<file path="config.mk">
export PLATFORM = sky130hd
export DESIGN_NAME = wb_ccff_loader_flat
export DESIGN_NICKNAME = d
export VERILOG_FILES = /design/src/rtl/wb_ccff_loader_if.sv /design/src/rtl/wb_ccff_loader.sv /design/src/flat_wrapper.sv
export SDC_FILE = /design/constraint.sdc
export NUM_CORES = 1
export LEC_CHECK = 0
export ABC_AREA = 0
export BUFFER_PORTS_ARGS = -buffer_cell sky130_fd_sc_hd__buf_2
export CORE_MARGIN = 3
export CORE_UTILIZATION = 60
export CTS_BUF_LIST = sky130_fd_sc_hd__clkbuf_8
export CTS_CLUSTER_SIZE = 30
export DETAILED_ROUTE_END_ITERATION = 12
export PLACE_DENSITY = 0.83
export SLEW_MARGIN = 5
export SYNTH_ARGS = -nofsm -noshare
export SYNTH_HDL_FRONTEND = slang
export SYNTH_SLANG_ARGS = --single-unit
</file>
<file path="constraint.sdc">
create_clock -name wb_clk_i -period 3.9 [get_ports wb_clk_i]
set_clock_uncertainty 0.15 [all_clocks]
set_input_delay 0.78 -clock wb_clk_i [delete_from_list [all_inputs] [get_ports wb_clk_i]]
set_output_delay 0.78 -clock wb_clk_i [all_outputs]
set_load 0.005 [all_outputs]
</file>
<file path="src/rtl/wb_ccff_loader_if.sv">
// Wishbone slave bus bundle for the configuration-chain loader.
interface wb_ccff_loader_if;
  logic        wbs_stb_i;
  logic        wbs_cyc_i;
  logic        wbs_we_i;
  logic [3:0]  wbs_sel_i;
  logic [31:0] wbs_dat_i;
  logic [31:0] wbs_adr_i;
  logic        wbs_ack_o;
  logic [31:0] wbs_dat_o;

  modport slave (
    input  wbs_stb_i, wbs_cyc_i, wbs_we_i, wbs_sel_i, wbs_dat_i, wbs_adr_i,
    output wbs_ack_o, wbs_dat_o
  );

  modport master (
    output wbs_stb_i, wbs_cyc_i, wbs_we_i, wbs_sel_i, wbs_dat_i, wbs_adr_i,
    input  wbs_ack_o, wbs_dat_o
  );
endinterface

</file>
<file path="src/rtl/wb_ccff_loader.sv">
// Wishbone-programmed loader that streams FIFO'd bitstream words into
// NUM_CHAINS serial configuration chains with a divided programming clock.
module wb_ccff_loader #(
  parameter int unsigned NUM_CHAINS = 1,
  parameter int unsigned FIFO_DEPTH = 4
) (
  input  logic                  wb_clk_i,
  input  logic                  wb_rst_i,
  wb_ccff_loader_if.slave       wbs,
  output logic                  prog_clk_o,
  output logic [NUM_CHAINS-1:0] ccff_head_o,
  input  logic [NUM_CHAINS-1:0] ccff_tail_i,
  output logic                  prog_reset_o,
  output logic                  done_irq_o
);

  localparam int unsigned AW  = (FIFO_DEPTH > 1) ? $clog2(FIFO_DEPTH) : 1;
  localparam int unsigned LW  = AW + 1;
  localparam int unsigned BPW = 32 / NUM_CHAINS;
  localparam int unsigned BCW = 6;

  typedef enum logic [2:0] {S_IDLE, S_FETCH, S_LOW, S_HIGH, S_DONE} state_e;

  state_e                state_q, state_d;
  logic                  ack_q, ack_d;
  logic [31:0]           rdata_q, rdata_d;
  logic                  prog_reset_q, prog_reset_d;
  logic [7:0]            div_q, div_d;
  logic [31:0]           length_q, length_d;
  logic                  done_q, done_d;
  logic                  ovf_q, ovf_d;
  logic [31:0]           tail_q, tail_d;
  logic [31:0]           fifo_q [FIFO_DEPTH];
  logic [31:0]           fifo_d [FIFO_DEPTH];
  logic [AW-1:0]         wr_ptr_q, wr_ptr_d, rd_ptr_q, rd_ptr_d;
  logic [LW-1:0]         level_q, level_d;
  logic [7:0]            div_cnt_q, div_cnt_d;
  logic [31:0]           pulse_cnt_q, pulse_cnt_d;
  logic [31:0]           shift_q, shift_d;
  logic [BCW-1:0]        bit_cnt_q, bit_cnt_d;
  logic                  prog_clk_q, prog_clk_d;
  logic [NUM_CHAINS-1:0] head_q, head_d;

  logic        req_c, wr_c, rd_c;
  logic [1:0]  adr_c;
  logic        ctrl_wr_c, status_wr_c, data_wr_c, length_wr_c;
  logic        start_c, abort_c, push_c, pop_c;
  logic        fifo_full_c, fifo_empty_c, busy_c;
  logic [31:0] status_c, ctrl_c;
  logic        unused_c;

  // Bus decode: a request is accepted once, on the edge that raises ack.
  assign req_c        = wbs.wbs_stb_i & wbs.wbs_cyc_i & ~ack_q;
  assign wr_c         = req_c & wbs.wbs_we_i;
  assign rd_c         = req_c & ~wbs.wbs_we_i;
  assign adr_c        = wbs.wbs_adr_i[3:2];
  assign ctrl_wr_c    = wr_c && (adr_c == 2'd0);
  assign status_wr_c  = wr_c && (adr_c == 2'd1);
  assign data_wr_c    = wr_c && (adr_c == 2'd2);
  assign length_wr_c  = wr_c && (adr_c == 2'd3);
  assign abort_c      = ctrl_wr_c & wbs.wbs_dat_i[1];
  assign start_c      = ctrl_wr_c & wbs.wbs_dat_i[0] & ~wbs.wbs_dat_i[1];
  assign fifo_full_c  = (level_q == LW'(FIFO_DEPTH));
  assign fifo_empty_c = (level_q == '0);
  assign busy_c       = (state_q == S_FETCH) || (state_q == S_LOW) || (state_q == S_HIGH);
  assign push_c       = data_wr_c & ~fifo_full_c;
  assign pop_c        = (state_q == S_FETCH) & ~fifo_empty_c & ~abort_c;
  assign status_c     = {16'h0, 8'(level_q), 3'h0, ovf_q, done_q, fifo_empty_c, fifo_full_c, busy_c};
  assign ctrl_c       = {16'h0, div_q, 5'h0, prog_reset_q, 2'b00};
  assign unused_c     = ^{wbs.wbs_sel_i, wbs.wbs_adr_i[31:4], wbs.wbs_adr_i[1:0]};

  // Shift sequencer: next state, counters and registered chain outputs.
  always_comb begin
    state_d     = state_q;
    div_cnt_d   = div_cnt_q;
    pulse_cnt_d = pulse_cnt_q;
    shift_d     = shift_q;
    bit_cnt_d   = bit_cnt_q;
    tail_d      = tail_q;
    case (state_q)
      S_IDLE, S_DONE: begin
        state_d = S_IDLE;
        if (start_c) begin
          pulse_cnt_d = '0;
          state_d     = (length_q == '0) ? S_DONE : S_FETCH;
        end
      end
      S_FETCH: begin
        if (!fifo_empty_c) begin
          shift_d   = fifo_q[rd_ptr_q];
          bit_cnt_d = '0;
          div_cnt_d = '0;
          state_d   = S_LOW;
        end
      end
      S_LOW: begin
        if (div_cnt_q == div_q) begin
          div_cnt_d = '0;
          tail_d    = {ccff_tail_i, tail_q[31:NUM_CHAINS]};
          state_d   = S_HIGH;
        end else begin
          div_cnt_d = div_cnt_q + 8'd1;
        end
      end
      S_HIGH: begin
        if (div_cnt_q == div_q) begin
          div_cnt_d   = '0;
          pulse_cnt_d = pulse_cnt_q + 32'd1;
          shift_d     = shift_q >> NUM_CHAINS;
          bit_cnt_d   = bit_cnt_q + BCW'(1);
          if (pulse_cnt_d == length_q)       state_d = S_DONE;
          else if (bit_cnt_d == BCW'(BPW))   state_d = S_FETCH;
          else                               state_d = S_LOW;
        end else begin
          div_cnt_d = div_cnt_q + 8'd1;
        end
      end
      default: state_d = S_IDLE;
    endcase
    if (abort_c) begin
      state_d     = S_IDLE;
      pulse_cnt_d = '0;
      div_cnt_d   = '0;
      tail_d      = tail_q;
    end
    prog_clk_d = (state_d == S_HIGH);
    head_d     = ((state_d == S_LOW) || (state_d == S_HIGH)) ? shift_d[NUM_CHAINS-1:0] : '0;
  end

  // Register file, bus response and status flags.
  always_comb begin
    ack_d        = req_c;
    rdata_d      = '0;
    prog_reset_d = prog_reset_q;
    div_d        = div_q;
    length_d     = length_q;
    done_d       = done_q;
    ovf_d        = ovf_q;
    if (rd_c) begin
      case (adr_c)
        2'd0:    rdata_d = ctrl_c;
        2'd1:    rdata_d = status_c;
        2'd2:    rdata_d = tail_q;
        default: rdata_d = length_q;
      endcase
    end
    if (ctrl_wr_c) begin
      prog_reset_d = wbs.wbs_dat_i[2];
      div_d        = wbs.wbs_dat_i[15:8];
    end
    if (length_wr_c) length_d = wbs.wbs_dat_i;
    if (status_wr_c && wbs.wbs_dat_i[3]) done_d = 1'b0;
    if (status_wr_c && wbs.wbs_dat_i[4]) ovf_d  = 1'b0;
    if (data_wr_c && fifo_full_c) ovf_d = 1'b1;
    if (start_c && ((state_q == S_IDLE) || (state_q == S_DONE))) done_d = 1'b0;
    if (state_d == S_DONE) done_d = 1'b1;
  end

  // Bitstream FIFO; a same-cycle push and pop leave the level unchanged.
  always_comb begin
    fifo_d   = fifo_q;
    wr_ptr_d = wr_ptr_q;
    rd_ptr_d = rd_ptr_q;
    level_d  = level_q;
    if (abort_c) begin
      wr_ptr_d = '0;
      rd_ptr_d = '0;
      level_d  = '0;
    end else begin
      if (push_c) begin
        fifo_d[wr_ptr_q] = wbs.wbs_dat_i;
        wr_ptr_d         = wr_ptr_q + AW'(1);
      end
      if (pop_c) rd_ptr_d = rd_ptr_q + AW'(1);
      level_d = level_q + LW'(push_c) - LW'(pop_c);
    end
  end

  always_ff @(posedge wb_clk_i) begin
    if (wb_rst_i) begin
      state_q      <= S_IDLE;
      ack_q        <= 1'b0;
      rdata_q      <= '0;
      prog_reset_q <= 1'b0;
      div_q        <= '0;
      length_q     <= '0;
      done_q       <= 1'b0;
      ovf_q        <= 1'b0;
      tail_q       <= '0;
      for (int i = 0; i < int'(FIFO_DEPTH); i++) fifo_q[i] <= '0;
      wr_ptr_q     <= '0;
      rd_ptr_q     <= '0;
      level_q      <= '0;
      div_cnt_q    <= '0;
      pulse_cnt_q  <= '0;
      shift_q      <= '0;
      bit_cnt_q    <= '0;
      prog_clk_q   <= 1'b0;
      head_q       <= '0;
    end else begin
      state_q      <= state_d;
      ack_q        <= ack_d;
      rdata_q      <= rdata_d;
      prog_reset_q <= prog_reset_d;
      div_q        <= div_d;
      length_q     <= length_d;
      done_q       <= done_d;
      ovf_q        <= ovf_d;
      tail_q       <= tail_d;
      fifo_q       <= fifo_d;
      wr_ptr_q     <= wr_ptr_d;
      rd_ptr_q     <= rd_ptr_d;
      level_q      <= level_d;
      div_cnt_q    <= div_cnt_d;
      pulse_cnt_q  <= pulse_cnt_d;
      shift_q      <= shift_d;
      bit_cnt_q    <= bit_cnt_d;
      prog_clk_q   <= prog_clk_d;
      head_q       <= head_d;
    end
  end

  assign wbs.wbs_ack_o = ack_q;
  assign wbs.wbs_dat_o = rdata_q;
  assign prog_clk_o    = prog_clk_q;
  assign ccff_head_o   = head_q;
  assign prog_reset_o  = prog_reset_q;
  assign done_irq_o    = done_q;

endmodule

</file>
<file path="src/flat_wrapper.sv">
// flat-port wrapper written by rule: the top's interface ports become plain ports
module wb_ccff_loader_flat 
#(
  parameter int unsigned NUM_CHAINS = 1,
  parameter int unsigned FIFO_DEPTH = 4
)
  (wb_clk_i, wb_rst_i, prog_clk_o, ccff_head_o, ccff_tail_i, prog_reset_o, done_irq_o, wbs_wbs_stb_i, wbs_wbs_cyc_i, wbs_wbs_we_i, wbs_wbs_sel_i, wbs_wbs_dat_i, wbs_wbs_adr_i, wbs_wbs_ack_o, wbs_wbs_dat_o);
  wb_ccff_loader_if wbs_i ();
  input  logic wb_clk_i;
  input  logic wb_rst_i;
  output logic prog_clk_o;
  output logic [NUM_CHAINS-1:0] ccff_head_o;
  input  logic [NUM_CHAINS-1:0] ccff_tail_i;
  output logic prog_reset_o;
  output logic done_irq_o;
  input wire logic [$bits(wbs_i.wbs_stb_i)-1:0] wbs_wbs_stb_i;
  input wire logic [$bits(wbs_i.wbs_cyc_i)-1:0] wbs_wbs_cyc_i;
  input wire logic [$bits(wbs_i.wbs_we_i)-1:0] wbs_wbs_we_i;
  input wire logic [$bits(wbs_i.wbs_sel_i)-1:0] wbs_wbs_sel_i;
  input wire logic [$bits(wbs_i.wbs_dat_i)-1:0] wbs_wbs_dat_i;
  input wire logic [$bits(wbs_i.wbs_adr_i)-1:0] wbs_wbs_adr_i;
  output wire logic [$bits(wbs_i.wbs_ack_o)-1:0] wbs_wbs_ack_o;
  output wire logic [$bits(wbs_i.wbs_dat_o)-1:0] wbs_wbs_dat_o;
  assign wbs_i.wbs_stb_i = wbs_wbs_stb_i;
  assign wbs_i.wbs_cyc_i = wbs_wbs_cyc_i;
  assign wbs_i.wbs_we_i = wbs_wbs_we_i;
  assign wbs_i.wbs_sel_i = wbs_wbs_sel_i;
  assign wbs_i.wbs_dat_i = wbs_wbs_dat_i;
  assign wbs_i.wbs_adr_i = wbs_wbs_adr_i;
  assign wbs_wbs_ack_o = wbs_i.wbs_ack_o;
  assign wbs_wbs_dat_o = wbs_i.wbs_dat_o;
  wb_ccff_loader #(.NUM_CHAINS(NUM_CHAINS), .FIFO_DEPTH(FIFO_DEPTH)) u_core (.wb_clk_i(wb_clk_i), .wb_rst_i(wb_rst_i), .wbs(wbs_i), .prog_clk_o(prog_clk_o), .ccff_head_o(ccff_head_o), .ccff_tail_i(ccff_tail_i), .prog_reset_o(prog_reset_o), .done_irq_o(done_irq_o));
endmodule
</file>
# Yosys cells after proc, flatten, opt, wreduce, memory -nomap -nowiden
# Index checks and enable logic that the tools add are counted.
[word_totals]
regBits = 326
latchBits = 0
ram_bits = 0
rom_bits = 0
input_bits = 74
out_inout_bits = 37
elab_cells = 135
n_memories = 0
[classes]
addsub = 7
n_mul = 0
n_div = 0
order_cmp = 3
eq_ne = 17
shift = 0
muxes = 33
n_bitwise = 20
n_reduce_logical = 32
[ops]
columns = ["operator", "count"]
rows = [
  ["32-bit 2-to-1 mux", 7],
  ["128-bit bitwise mux", 1],
  ["32-bit one-hot mux with 2 select lines", 2],
  ["32-bit one-hot mux with 3 select lines", 1],
  ["32-bit binary-select mux with 2-bit select", 1],
  ["32-bit demux with 2-bit select", 1],
  ["32-bit by 1-bit adder with 32-bit output (second input constant)", 1],
  ["32-bit == test", 1],
  ["32-bit zero test", 1],
  ["3-bit 2-to-1 mux", 7],
  ["8-bit 2-to-1 mux", 2],
  ["8-bit one-hot mux with 2 select lines", 1],
  ["3-bit by 2-bit == test with 1-bit output (second input constant)", 4],
  ["6-bit 2-to-1 mux", 2],
  ["3-bit one-hot mux with 4 select lines", 1],
  ["6-bit one-hot mux with 2 select lines", 1],
  ["1-bit AND", 10],
  ["2-bit OR reduction", 5],
  ["3-bit == test (second input constant)", 3],
  ["1-bit logical AND", 9],
  ["3-bit AND reduction", 3],
  ["8-bit by 1-bit adder with 8-bit output (second input constant)", 1],
  ["8-bit == test", 1],
  ["1-bit inverter", 8],
  ["other kinds (21)", 38],
]

# Longest topological paths before layout
[logic_depth]
ltp_word = 13
mapped_depth = 12

# Worst setup path before layout
# OpenSTA, ideal clock, no wires.
[synth_path]
path_kind = "input -> register"
start = "input port wbs_wbs_cyc_i"
end = "register u_core.pulse_cnt_q[7]"
setup_time_ns = 0.132
arrival_time_ns = 2.593
path_slack_ns = 1.025
stages = 9
path_buffers = 2
path_cell_list = "nand3b_1 > nor2_2 > nand2_1 > or4b_1 > clkbuf_1 > and2_1 > clkbuf_1 > o21ai_0 > a21oi_1"
[synth_between]
elab_chain_len = 8
word_cells_on_any_way = 10
[synth_rtl]
columns = ["item", "line", "rtl"]
rows = [
  ["start: declaration", "flat_wrapper.sv:17", "input wire logic [$bits(wbs_i.wbs_cyc_i)-1:0] wbs_wbs_cyc_i;"],
  ["1-bit AND * (2 in a row)", "wb_ccff_loader.sv:53", "assign req_c = wbs.wbs_stb_i & wbs.wbs_cyc_i & ~ack_q;"],
  ["1-bit AND *", "wb_ccff_loader.sv:54", "assign wr_c = req_c & wbs.wbs_we_i;"],
  ["1-bit logical AND *", "wb_ccff_loader.sv:57", "assign ctrl_wr_c = wr_c && (adr_c == 2'd0);"],
  ["1-bit AND (2 in a row)", "wb_ccff_loader.sv:62", "assign start_c = ctrl_wr_c & wbs.wbs_dat_i[0] & ~wbs.wbs_dat_i[1];"],
  ["2-bit by 1-bit != test with 1-bit output (no source line)", "n/a", ""],
  ["3-bit AND reduction (no source line)", "n/a", ""],
  ["end signal: assignment", "wb_ccff_loader.sv:215", "pulse_cnt_q <= pulse_cnt_d;"],
  ["end: declaration", "wb_ccff_loader.sv:38", "logic [31:0] pulse_cnt_q, pulse_cnt_d;"],
]
# Mark *: on every way between the ends. The rest lies on a longest branch, timed or not.
# A chain may end at the register's enable or synchronous reset.

# Worst setup path after layout
[layout_path]
start = "register u_core.pulse_cnt_q[4]"
end = "register u_core.prog_clk_q, in the netlist u_core.prog_clk_o"
[layout_between]
elab_chain_len = 7
[layout_rtl]
columns = ["item", "line", "rtl"]
rows = [
  ["32-bit by 1-bit adder with 32-bit output", "wb_ccff_loader.sv:108", "pulse_cnt_d = pulse_cnt_q + 32'd1;"],
  ["32-bit == test", "wb_ccff_loader.sv:111", "if (pulse_cnt_d == length_q) state_d = S_DONE;"],
  ["3-bit 2-to-1 mux", "wb_ccff_loader.sv:111", ""],
  ["3-bit 2-to-1 mux", "wb_ccff_loader.sv:106", "if (div_cnt_q == div_q) begin"],
  ["3-bit one-hot mux with 4 select lines", "wb_ccff_loader.sv:80", "case (state_q)"],
  ["3-bit 2-to-1 mux", "wb_ccff_loader.sv:120", "if (abort_c) begin"],
  ["3-bit by 2-bit == test with 1-bit output", "wb_ccff_loader.sv:126", "prog_clk_d = (state_d == S_HIGH);"],
  ["end signal: assignment", "wb_ccff_loader.sv:218", "prog_clk_q <= prog_clk_d;"],
  ["end: declaration", "wb_ccff_loader.sv:41", "logic prog_clk_q, prog_clk_d;"],
]
# Every way passes these cells.

==> flow_summary.ini <==
[global_routing]
grt.total_usage_pct = 29.4
grt_pass1_vias = 12500
gr-total-overflow = 0
grt_pass1_wl_mm = 62.6
antenna_found_initial = 2
grt_start_max_net_pins = 216

[sta]
max_freq_mhz = 298
slew_headroom_pct = 33.2
drv_slew = 0
finalSetupViolations = 0
hold_viol = 0
tns_ns = 0
fin_crit_sh_pct = 85.9
worst_pin_slew_ns = 1.00
rsz0062_at_grt = false
layout_min_cycle_time_ns = 3.35

[placed_design]
dp_cells = 2064
port_buffers = 76
gp_congestion = 0.949
dpl.hpwl_mm = 25.9

[floorplanning]
die_height_um = 161
design.core.area_um2 = 23600
ioPinCount = 111
rows = 56
dieWidth_um = 161
start_util_pct = 61.3
die_area_um2 = 26000

[logic_synthesis]
yosysTopAreaCellShare_pct = 45.1
synth_cell_types = 66
synth_top_cell_by_area = dfxtp_1
syn_inst = 1763
ys_ff_latch = 326
synth-main-ff-cell = dfxtp_1
synth_area_leaders = dfxtp_1, nand2_1, a21oi_1
avgSynthCellArea_um2 = 8.22
synth_area_um2 = 14500
ys_seq_area_share_pct = 45.1
syn_nets = 1847
synth-edff-count = 0
ys_warn_count = 0
ys_async_sr_fraction_pct = 0

[setup_path]
r2r_setup_slack_ns = 0.55
worst_path_max_delay_cell = or3_1
cp_num_buf_inv = 0
max_stage_delay_ns = 0.59
path_delay_family = simple AND/OR/NAND/NOR gates
reg2reg_to = u_core.prog_clk_o
worstSetupEndpoint = u_core.prog_clk_o
worstPathMaxFanout = 13
reg2reg_from = u_core.pulse_cnt_q[4]
path_cells = nand3_1 > or3_1 > nor3_1 > mux2i_1 > o2111a_1 > nand4_2 > a22o_1 > nor2b_1
crit_required_ns = 4.21
cp-startpoint = u_core.pulse_cnt_q[4]
worstRegToRegCells = 8
critPathArrivalTime_ns = 3.66
path_depth = 8
endpoint_kind = flop
worstSetupPathType = flop to flop
start_kind = flop

[layout]
drive_gt1_share_pct = 13.5
nets = 1882
multi_input_area_um2 = 7400
syn2layout_area_growth_pct = 10.8
antenna-diode-count = 0
finalNonFillerCells = 2153
fillCellCount = 1893
ff_latch_area_um2 = 6530

[power_and_ir_drop]
comb_power_share_pct = 3.2
power_leakage_uw = 0.00553
seq_power_share_pct = 52.2
sw_frac_of_total_pct = 23.0
p_per_area_nw_per_um2 = 400
p_switching_uw = 1480
internal_power_uw = 4950
peakVddDrop_mv = 0.323
p_clk_share_pct = 44.6

[route]
drcViolationCount = 0
ant_nets = 0
drtIter0Drc = 1382
drtPass1Iterations = 11
wire_per_inst_um = 18.3
via_per_inst = 6.06
wl_mm = 39.4
vias = 13100

[clock_network]
postCtsSetupRepairBufs = 0
cts_tree = built
cts_buffer_depth = 3
cts_resized = 0
root_buffer = clkbuf_8
cts_sinks = 326
cts_max_level = 2
cts_made_buffers = 51
clk_latency_ns = 0.58
cts.reportedPaths.clkPinSlew_ns = 0.06
ctsHoldBuffers = 0

[run_status]
status = complete, no violations

[run]
cap_violations = 0

[worst_hold_path]
hp-class = input port to flop
logic make-up (layout without fill, tap and decap cells):
kind of cell / after synthesis / in the layout / share of synthesized area, %
AND/OR/NAND/NOR: 763 / 763 / 23.4
multiplexers: 70 / 70 / 8.03
flip-flops: 326 / 326 / 45.1
buffers and inverters: 141 / 212 / 3.97
AO/OA/AOI/OAI: 402 / 402 / 15.6
adder cells (fa/ha/maj): 10 / 10 / 0.916
XOR/XNOR: 51 / 51 / 3.08
worst register-to-register path, stage by stage (launching register included):
cell and delay, ns:
dfxtp_1 0.49, nand3_1 0.44, or3_1 0.60, nor3_1 0.40, mux2i_1 0.26, o2111a_1 0.25, nand4_2 0.23, a22o_1 0.29
nor2b_1 0.13
registers in the layout, indices dropped and copies added, names as in the netlist, 8 cells and up:
name / count
u_core.pulse_cnt_q: 32
u_core.div_cnt_q: 8
u_core.shift_q: 32
u_core.fifo_q: 128
u_core.tail_q: 32
u_core.div_q: 8
u_core.length_q: 32
u_core.wbs.wbs_dat_o: 32
power by group through the flow:
stage | clock (uW) | combinational [uW] | sequential [uW]
final | 2860 | 208 | 3350
after global routing | 3050 | 222 | 3350
after CTS | 2900 | 203 | 3350
after detailed placement | 0 | 203 | 3430
after global placement | 0 | 200 | 3430
after floorplan | 0 | 116 | 3420
how the worst min path moves through the flow:
stage	from	endpoint	slack [ns]	cells after the start
4_1_cts	ccff_tail_i	u_core.tail_q[31]	0.27	3
3_5_place_dp	u_core.fifo_q[2]	u_core.fifo_q[2]	0.29	2
2_1_floorplan	u_core.shift_q[1]	u_core.shift_q[1]	0.28	2
6_report	ccff_tail_i	u_core.tail_q[31]	0.29	3
5_1_grt	ccff_tail_i	u_core.tail_q[31]	0.30	3
3_3_place_gp	u_core.shift_q[15]	u_core.shift_q[15]	0.29	2
layout make-up:
cell class,instances,area share (%)
tap,319,2.49
clock buffer,61,5.23
inverter,11,0.257
timing repair buffer,112,4.17
sequential,326,40.7
clock inverter,28,1.08
multi-input combinational,1296,46.1
cells in the mapped netlist (all sizes together), types with 3 or more instances:
cell,count
nand2,486
and2,8
nand2b,4
and3,13
a211oi,5
a311oi,4
mux4,36
a21oi,281
nand4b,3
nor2,104
clkbuf,106
buf,24
a31oi,9
ha,9
or2,5
inv,11
o211ai,5
or3,10
a22oi,43
nand4,15
xnor2,37
nand3b,7
mux2i,25
nor3b,6
dfxtp,326
nor2b,14
o21ai,33
o31a,4
nand3,27
nor3,17
and4,3
mux2,9
or4,4
xor2,14
nor4,32
metal layers:
layer / track usage [%] / part of all wire [%] / vias up
li1: - / - / 6152
met1: 37.2 / 39 / 6173
met2: 49.9 / 49 / 623
met3: 5.13 / 8.8 / 103
met4: 12.3 / 3.3 / 4
met5: 0 / 0.081 / -
layout by cell type (no fill, tap or decap), types with 3 or more instances in the layout:
cell      netlist  routed
a211oi_1        5       5
a21oi_1       281     281
a22oi_1        43      43
a311oi_1        4       4
a31oi_1         9       9
and2_1          8       8
and3_1         13      13
and4_1          3       3
buf_2           9      75
buf_4           5      35
clkbuf_8        0      61
clkinv_2        0       5
dfxtp_1       326     325
ha_1            9       9
inv_1          11      30
mux2_2          9       9
mux2i_1        25      25
mux4_2         36      36
nand2_1       486     486
nand2b_1        4       4
nand3_1        26      26
nand3b_1        7       7
nand4_1        13      13
nand4b_1        3       3
nor2_1        103     101
nor2_2          1       3
nor2b_1        14      14
nor3_1         17      15
nor3b_1         6       6
nor4_1         26      26
nor4_2          4       4
o211ai_1        5       5
o21ai_0        33      33
o31a_1          4       4
or3_1           9       9
or4_1           4       4
xnor2_1        37      37
xor2_1         14      14
per-stage QoR:
stage	setup WS, ns	utilization [%]	cell area, um^2	total power [uW]	hold WS, ns
CTS	0.599	68.0	16000	6460	0.272
floorplan	1.02	-	14500	3540	0.282
finish	0.549	68.0	16000	6420	0.294
global placement	0.572	63.7	15000	3630	0.288
detailed placement	0.502	63.7	15000	3630	0.295
global route	0.361	68.0	16000	6630	0.303
Note: power is estimated with default switching activity, not from simulation.
